<file path="config.mk">
export PLATFORM = sky130hd
export DESIGN_NAME = line_dedup_queue
export DESIGN_NICKNAME = d
export VERILOG_FILES = /design/src/rtl/line_dedup_queue.sv
export SDC_FILE = /design/constraint.sdc
export NUM_CORES = 1
export LEC_CHECK = 0
export CAP_MARGIN = 15
export CORE_UTILIZATION = 47
export CTS_BUF_LIST = sky130_fd_sc_hd__clkbuf_4 sky130_fd_sc_hd__clkbuf_8
export CTS_CLUSTER_DIAMETER = 100
export DETAILED_ROUTE_END_ITERATION = 6
export GPL_TIMING_DRIVEN = 0
export HOLD_SLACK_MARGIN = 0.15
export PLACE_DENSITY_LB_ADDON = 0.15
export SLEW_MARGIN = 20
export SYNTH_ARGS = -nofsm -noshare
export SYNTH_HDL_FRONTEND = slang
export SYNTH_SLANG_ARGS = --single-unit
</file>
<file path="constraint.sdc">
create_clock -name clk -period 4.2 [get_ports clk]
set_input_delay 0.63 -clock clk [delete_from_list [all_inputs] [get_ports clk]]
set_output_delay 0.63 -clock clk [all_outputs]
set_load 0.02 [all_outputs]
</file>
<file path="src/rtl/line_dedup_queue.sv">
// line_dedup_queue: folds repeated cache-line addresses within a request and buffers survivors in a FIFO.
// Ports: clk/rst (sync, active-high); in_* upstream valid/ready stream (addr, bytes, last);
//   out_* FIFO head (addr, bytes, last, merges) with valid/ready; req_done one-cycle completion pulse;
//   busy = FIFO non-empty or request open.
// Optional: define LINE_DEDUP_WINDOW_EN to also merge against every live FIFO entry, not just the last address.
module line_dedup_queue #(
  parameter int ADDR_W   = 64,
  parameter int CL_BYTES = 128,
  parameter int DEPTH    = 4,
  parameter int MERGE_W  = 8
) (
  input  logic              clk,
  input  logic              rst,
  input  logic              in_valid,
  output logic              in_ready,
  input  logic [ADDR_W-1:0] in_addr,
  input  logic [15:0]       in_bytes,
  input  logic              in_last,
  output logic              out_valid,
  input  logic              out_ready,
  output logic [ADDR_W-1:0] out_addr,
  output logic [15:0]       out_bytes,
  output logic              out_last,
  output logic [MERGE_W-1:0] out_merges,
  output logic              req_done,
  output logic              busy
);
  localparam int OFF_W = $clog2(CL_BYTES);
  localparam int PW    = $clog2(DEPTH);
  logic [ADDR_W-1:0]  r_addr   [DEPTH];
  logic [15:0]        r_bytes  [DEPTH];
  logic               r_last   [DEPTH];
  logic [MERGE_W-1:0] r_merges [DEPTH];
  logic [PW-1:0]      r_rd, r_wr;
  logic [PW:0]        r_count;
  logic [ADDR_W-1:0]  r_last_addr;
  logic               r_last_valid, r_done;
  logic [ADDR_W-1:0]  w_line;
  logic [PW-1:0]      w_tail, w_hit_idx, w_midx;
  logic               w_acc, w_pop, w_dup, w_tail_ok, w_hit, w_merge, w_push, w_drop;
  assign w_line    = {in_addr[ADDR_W-1:OFF_W], {OFF_W{1'b0}}};
  assign in_ready  = r_count != (PW+1)'(DEPTH);
  assign out_valid = r_count != '0;
  assign w_acc     = in_valid && in_ready;
  assign w_pop     = out_valid && out_ready;
  assign w_dup     = r_last_valid && w_line == r_last_addr;
  assign w_tail    = r_wr - 1'b1;
  // the tail only survives this cycle if it is not also the head being popped
  assign w_tail_ok = out_valid && !(w_pop && r_count == (PW+1)'(1));
  always_comb begin
    w_hit     = 1'b0;
    w_hit_idx = '0;
`ifdef LINE_DEDUP_WINDOW_EN
    // youngest live match wins; window merging stays within the open request
    for (int k = 0; k < DEPTH; k++) begin
      if (r_last_valid && 32'(r_count) > k && !(k == 0 && w_pop) && r_addr[r_rd + PW'(k)] == w_line) begin
        w_hit     = 1'b1;
        w_hit_idx = r_rd + PW'(k);
      end
    end
`endif
    // a last flag may only land on the tail, never ahead of younger entries
    w_merge = w_acc && (w_dup ? w_tail_ok : w_hit && (!in_last || w_hit_idx == w_tail));
    w_midx  = w_dup ? w_tail : w_hit_idx;
    w_drop  = w_acc && w_dup && !w_tail_ok;
    w_push  = w_acc && !w_dup && !w_merge;
  end
  always_ff @(posedge clk) begin
    if (w_push) begin
      r_addr[r_wr]   <= w_line;
      r_bytes[r_wr]  <= in_bytes;
      r_last[r_wr]   <= in_last;
      r_merges[r_wr] <= '0;
    end
    if (w_merge) begin
      r_merges[w_midx] <= &r_merges[w_midx] ? r_merges[w_midx] : r_merges[w_midx] + 1'b1;
      r_last[w_midx]   <= r_last[w_midx] | in_last;
    end
  end
  always_ff @(posedge clk) begin
    if (rst) begin
      r_rd         <= '0;
      r_wr         <= '0;
      r_count      <= '0;
      r_last_addr  <= '0;
      r_last_valid <= 1'b0;
      r_done       <= 1'b0;
    end else begin
      if (w_acc) begin
        r_last_addr  <= w_line;
        r_last_valid <= !in_last;
      end
      if (w_push) r_wr <= r_wr + 1'b1;
      if (w_pop) r_rd <= r_rd + 1'b1;
      r_count <= w_push && !w_pop ? r_count + 1'b1 : w_pop && !w_push ? r_count - 1'b1 : r_count;
      r_done  <= (w_drop && in_last) || (w_pop && r_last[r_rd]);
    end
  end
  assign out_addr   = out_valid ? r_addr[r_rd] : '0;
  assign out_bytes  = out_valid ? r_bytes[r_rd] : '0;
  assign out_last   = out_valid && r_last[r_rd];
  assign out_merges = out_valid ? r_merges[r_rd] : '0;
  assign req_done   = r_done;
  assign busy       = out_valid || r_last_valid;
endmodule

</file>
Word-level counts from Yosys, hierarchy flattened
Memories as Yosys holds them, arrays and structs flattened. A register that Yosys moved wholly into a read port is not among the register bits.
Cells that the tools add are included.
Widths: inputs -> output; s select.
{"block": "totals", "ram_bits": 328, "ff_bits": 66, "inputBits": 85, "mem_count": 4, "word_cells": 75}
{"block": "op_classes", "muxes": 26, "reduce_logical": 29, "bitwise": 1, "addsub": 6, "n_eq_ne": 3}
{"memory": "r_addr", "depth": 4, "width": 57, "read_ports": 1, "rd_clocked_by_memory_dff": 1, "wr": 1, "line": "30", "text": "logic [ADDR_W-1:0] r_addr [DEPTH];"}
{"memory": "r_bytes", "depth": 4, "width": 16, "read_ports": 1, "rd_clocked_by_memory_dff": 1, "wr": 1, "line": "31", "text": "logic [15:0] r_bytes [DEPTH];"}
{"memory": "r_merges", "depth": 4, "width": 8, "read_ports": 2, "rd_clocked_by_memory_dff": 1, "wr": 1, "line": "33", "text": "logic [MERGE_W-1:0] r_merges [DEPTH];"}
{"memory": "r_last", "depth": 4, "width": 1, "read_ports": 2, "rd_clocked_by_memory_dff": 1, "wr": 1, "line": "32", "text": "logic r_last [DEPTH];"}
{"op": "$mux 64", "count": 1}
{"op": "$eq 57x57->1", "count": 1}
{"op": "$mux 8", "count": 3}
{"op": "$mux 2", "count": 11}
{"op": "$mux 16", "count": 1}
{"op": "$logic_and 1x1->1", "count": 15}
{"op": "$add 8x1->8 const B", "count": 1}
{"op": "$mux 1", "count": 8}
{"op": "$reduce_and 8->1", "count": 1}
{"op": "$reduce_or 8->1", "count": 1}
{"op": "$logic_not 1->1", "count": 7}
{"op": "$mux 3", "count": 2}
{"op": "$add 2x1->2 const B", "count": 2}
{"op": "$add 3x1->3 const B", "count": 1}
{"op": "$eq 3x1->1 const B", "count": 1}
{"op": "$ne 3x3->1 const B", "count": 1}
{"op": "$reduce_bool 3->1", "count": 1}
{"op": "$sub 3x1->3 const B", "count": 1}
{"op": "$logic_or 1x1->1", "count": 2}
{"op": "$reduce_bool 2->1", "count": 1}
{"op": "$sub 2x1->2 const B", "count": 1}
{"op": "$or 1x1->1", "count": 1}
{"op": "$reduce_or 1->1", "count": 1}

Logic depth before layout (Yosys ltp)
Gate-level depths: netlist of run 1.
{"block": "depth", "ltp_word": 13, "depth_mapped": 15, "mapped_depth_nobuf": 13}

Worst setup path after synthesis of run 1
OpenSTA, ideal clock, no wires.
{"block": "synth_timing", "path_kind": "input to register", "start": "input port in_addr[17]", "end": "memory r_addr[0][0] in the netlist's numbering (enable)", "arrival_ps": 3435, "n_path_buf": 3, "setup_time_ps": 440, "stages": 9, "path_slack_ps": 325, "path_cell_list": "xor2_1 a21oi_1 nor4b_1 nand4_1 or2_1 buf_6 buf_6 clkbuf_1 and3_1"}
{"block": "synth_via", "elab_chain_cells": 8, "elab_cells_between_ends": 10}
{"element": "start, declared", "line": "16", "text": "input logic [ADDR_W-1:0] in_addr,"}
{"element": "$eq 57x57->1 *", "line": "46", "text": "assign w_dup = r_last_valid && w_line == r_last_addr;"}
{"element": "$logic_and 1x1->1 *", "line": "46"}
{"element": "$mux 1", "line": "63", "text": "w_merge = w_acc && (w_dup ? w_tail_ok : w_hit && (!in_last || w_hit_idx == w_tail));"}
{"element": "$logic_and 1x1->1", "line": "63"}
{"element": "$logic_not 1->1", "line": "66", "text": "w_push = w_acc && !w_dup && !w_merge;"}
{"element": "$logic_and 1x1->1 *", "line": "66"}
{"element": "$mux 1 *", "line": "69", "text": "if (w_push) begin"}
{"element": "$mux 1 (not written as such) *", "line": "70", "text": "r_addr[r_wr] <= w_line;"}
{"element": "end, declared", "line": "30"}
Mark *: on every way between the ends. The rest lies on a longest branch, timed or not.

Worst setup path in the final report of run 1
{"block": "layout_timing", "start": "register r_count[0]", "end": "output port out_addr[18]"}
{"block": "layout_via", "elab_chain_cells": 2}
{"element": "start, declared", "line": "35", "text": "logic [PW:0] r_count;"}
{"element": "start signal, assigned", "line": "95", "text": "r_count <= w_push && !w_pop ? r_count + 1'b1 : w_pop && !w_push ? r_count - 1'b1 : r_count;"}
{"element": "$reduce_bool 3->1", "line": "43", "text": "assign out_valid = r_count != '0;"}
{"element": "$mux 64", "line": "99", "text": "assign out_addr = out_valid ? r_addr[r_rd] : '0;"}
{"element": "end, declared", "line": "21", "text": "output logic [ADDR_W-1:0] out_addr,"}
Every way passes these cells.

==> results of run 1 <==
-- logic make-up (layout without fill, tap and decap cells) --
family / count (synthesis) / in the layout
DFF: 396 / 396
and+or+nand+nor: 294 / 294
AOI/OAI and AO/OA: 105 / 105
muxes: 97 / 97
buffers and inverters: 78 / 365
xor gates and xnor gates: 56 / 56
adders and majority gates: 10 / 10
other: 1 / 7
-- synthesized netlist by cell type, drive strengths merged (2+ instances only) --
library cell,n
nand2b,6
nor2b,2
nand2,128
and2,85
nor3,7
nor4,6
a21oi,70
clkbuf,43
or3,5
ha,10
or2,4
a31oi,2
o22ai,2
edfxtp,328
inv,13
mux2i,11
mux2,2
nand4,10
buf,22
xnor2,34
mux4,84
o21ai,13
nor2,16
a211oi,2
nand3,12
dfxtp,68
a21o,3
o31a,2
and3,7
a211o,4
xor2,22
-- report_power, final --
| part | internal (mW) | leakage (nW) | switching [mW] |
|---|---|---|---|
| Clock | 1.93 | 0.714 | 1.46 |
| Combinational | 2.18 | 2.40 | 2.49 |
| Sequential | 4.80 | 3.59 | 0.194 |
| Total | 8.91 | 6.70 | 4.15 |
-- state kept, by name (all words and copies together) (netlist names), named ones only --
name          flops
r_merges         32
r_wr              2
r_last_addr      57
r_rd              2
r_addr          228
r_last_valid      1
r_count           3
r_last            4
req_done          1
r_bytes          64
-- placed cells by master (no fill, tap or decap), types with 11 or more instances in the layout --
cell and n:
xor2_1 22, a21oi_1 66, edfxtp_1 328, clkbuf_1 37, and2_1 85, nand3_1 11
inv_1 13, clkbuf_4 30, mux4_2 84, xnor2_1 34, nand2_1 128, nor2_1 16
buf_4 11, mux2i_1 11, clkbuf_8 77, clkdlybuf4s50_1 161, dfxtp_1 68
-- repair_timing --
item,in CTS,in global routing
endpoints found under the setup margin,121,64
hold buffers,0,0
gates cloned,0,0
pin swaps,1,2
gates resized for setup,13,12
buffers inserted,1,3
-- metrics by stage --
stage | cells | area, um2 | util, %
finish | 1778 | 20050 | 59.35
global route | 1778 | 20050 | 59.35
CTS | 1776 | 20020 | 59.25
detailed placement | 1657 | 18630 | 55.16
global placement | 1653 | 18490 | 54.74
floorplan | 1043 | 16310 | -
-- worst max-delay path, delay by kind of cell, from the launching register on --
family,cells,cell delay (ns)
buffers and inverters,4,1.69
AND/OR/NAND/NOR,2,0.54
flip-flops,1,0.39
adder cells (fa/ha/maj),1,0.23
-- cell type report --
class                   instances  share of cell area [%]
plain buffers                  63                   1.641
inverters                      13                  0.2434
repair buffers                170                   8.799
well taps                     448                   2.796
flip-flops and latches        396                   55.92
clock inverters                12                  0.2559
clock buffers                 107                   6.409
multi-input cells             569                   23.94
-- worst min path at each step --
stage / startpoint / endpoint / slack [ns] / cells past startpoint
4_1_cts: rst / r_last_addr[33] / 0.43 / 2
5_1_grt: r_last_addr[30] / r_last_addr[30] / 0.47 / 2
6_report: r_last_addr[30] / r_last_addr[30] / 0.46 / 2
3_5_place_dp: r_last_addr[30] / r_last_addr[30] / 0.45 / 2
3_3_place_gp: r_last_addr[30] / r_last_addr[30] / 0.44 / 2
2_1_floorplan: r_last_addr[20] / r_last_addr[20] / 0.44 / 2
-- per-layer routing --
metal	global-route usage [%]	routed length (um)	vias up
met4	7.817	811	4
met5	0	20	-
li1	-	-	4385
met3	4.642	2429	59
met2	33.28	17620	304
met1	29.44	16120	4729
==> reports/metrics.yaml, run 1 <==
rows: 67
fin_ws_ns: 0.1200
dieWidth_um: 188.2
crit_chain: "inv_1 > ha_1 > nand2b_1 > clkbuf_2 > clkbuf_1 > and2_1 > clkdlybuf4s50_1"
clk_latency_ns: 0.58
grt_pass1_vias: 9587
r2r_cells: 13
core_um2: 33780
start_util_pct: 48.21
yosysWarnings: 0
yosys.area.top_type_share_pct: 60.47
synthMuxAreaShare_pct: 12.43
drive_gt1_share_pct: 18.57
wl_per_cell_um: 20.81
synth-simple-area-share_pct: 9.141
area_growth_pct: 23.09
hp-class: "register to register"
fp.dieH_um: 188.2
preCtsSetupSlack_ns: -0.7162
yosys_register_bits: 396
antenna_found_initial: 2
cts_root_buffer: "clkbuf_8"
synth_area_um2: 16290
grt_overflow: 0
end_kind: "output pin"
synth_edf_count: 328
multi_input_area_um2: 4800
power.total_mw: 13.06
globalRouteTotalUtil_pct: 21.31
register_area_um2: 11210
synthAdderAreaFrac_pct: 0.7682
synth-async-reset-ratio_pct: 0
synthTopCellsByArea: "edfxtp_1 (60%), mux4_2 (12%), dfxtp_1 (8.4%), and2_1 (3.3%), nand2_1 (2.9%)"
first_pass_iters: 5
ys_seq_area_share_pct: 68.83
worstReg2RegStart: "r_wr[0]"
worst_hold_slack_ns: 0.4570
vdd_drop_max_mv: 0.3447
fin_skew_ns: 0.01928
tightest_slew_ns: 0.9415
period_share_pct: 97.14
cts_tree: "yes"
cap_violations: 0
die_area_um2: 35400
grt_pass1_wl_um: 56230
cpPeakStageDelay_ns: 0.63
num_vias: 9481
cp-endpoint: "out_addr[18]"
drc: 0
reg2reg_to: "r_merges[2][7]"
io_buffers: 162
yosysTopAreaCell: "edfxtp_1"
cts-buffers-inserted: 67
dp_hpwl_um: 23800
nets: 1375
crit_start: "r_count[0]"
cp.arrival_ns: 3.45
critPathLaunchType: "register"
synth-compound-area-share_pct: 3.680
slew-limit-headroom_pct: 37.00
setup_viol: 0
synthDistinctLibCells: 53
synthCells: 1037
antenna_left: 0
fin_tns_setup_ns: 0
synth-xor-area-share_pct: 3.011
path_clk_slew_ns: 0.06
cp.required_ns: 3.57
boundaryPins: 178
grt_max_degree: 45
final-max-slew-violation-count: 0
clock.fmax_mhz: 245.1
clock_sinks: 396
status: "complete, no violations"
p_per_area_nw_per_um2: 651.3
critPathKind: "register to output pin"
htreeDepth: 3
fillers: 2643
ys.flop_type: "edfxtp_1"
path_max_fanout: 10
place_congestion: 0.8198
finalWirelength_um: 37000
finalHoldViolCount: 0
worst-r2r-setup-slack_ns: 0.36
cts_buffer_depth: 3
drtIter0Drc: 627
crit_path_top_delay_cell: "clkdlybuf4s50_1"
synth_top_family_by_area: "multiplexers"
leakage_nw: 6.699
diodes: 0
vias_per_cell: 5.332
syn_avg_cell_area_um2: 15.71
min_period_ns: 4.080
No activity file was read; power rests on OpenSTA's default activity.
==> run 2: changes to the inputs <==
--- a/config.mk
+++ b/config.mk
@@ -8,7 +8,7 @@
 export CAP_MARGIN = 15
 export CORE_UTILIZATION = 47
 export CTS_BUF_LIST = sky130_fd_sc_hd__clkbuf_4 sky130_fd_sc_hd__clkbuf_8
-export CTS_CLUSTER_DIAMETER = 100
+export CTS_CLUSTER_DIAMETER = 50
 export DETAILED_ROUTE_END_ITERATION = 6
 export GPL_TIMING_DRIVEN = 0
 export HOLD_SLACK_MARGIN = 0.15
==> results of run 2 <==
Same layout as run 1: the final DEF is identical, and so are final timing and power.
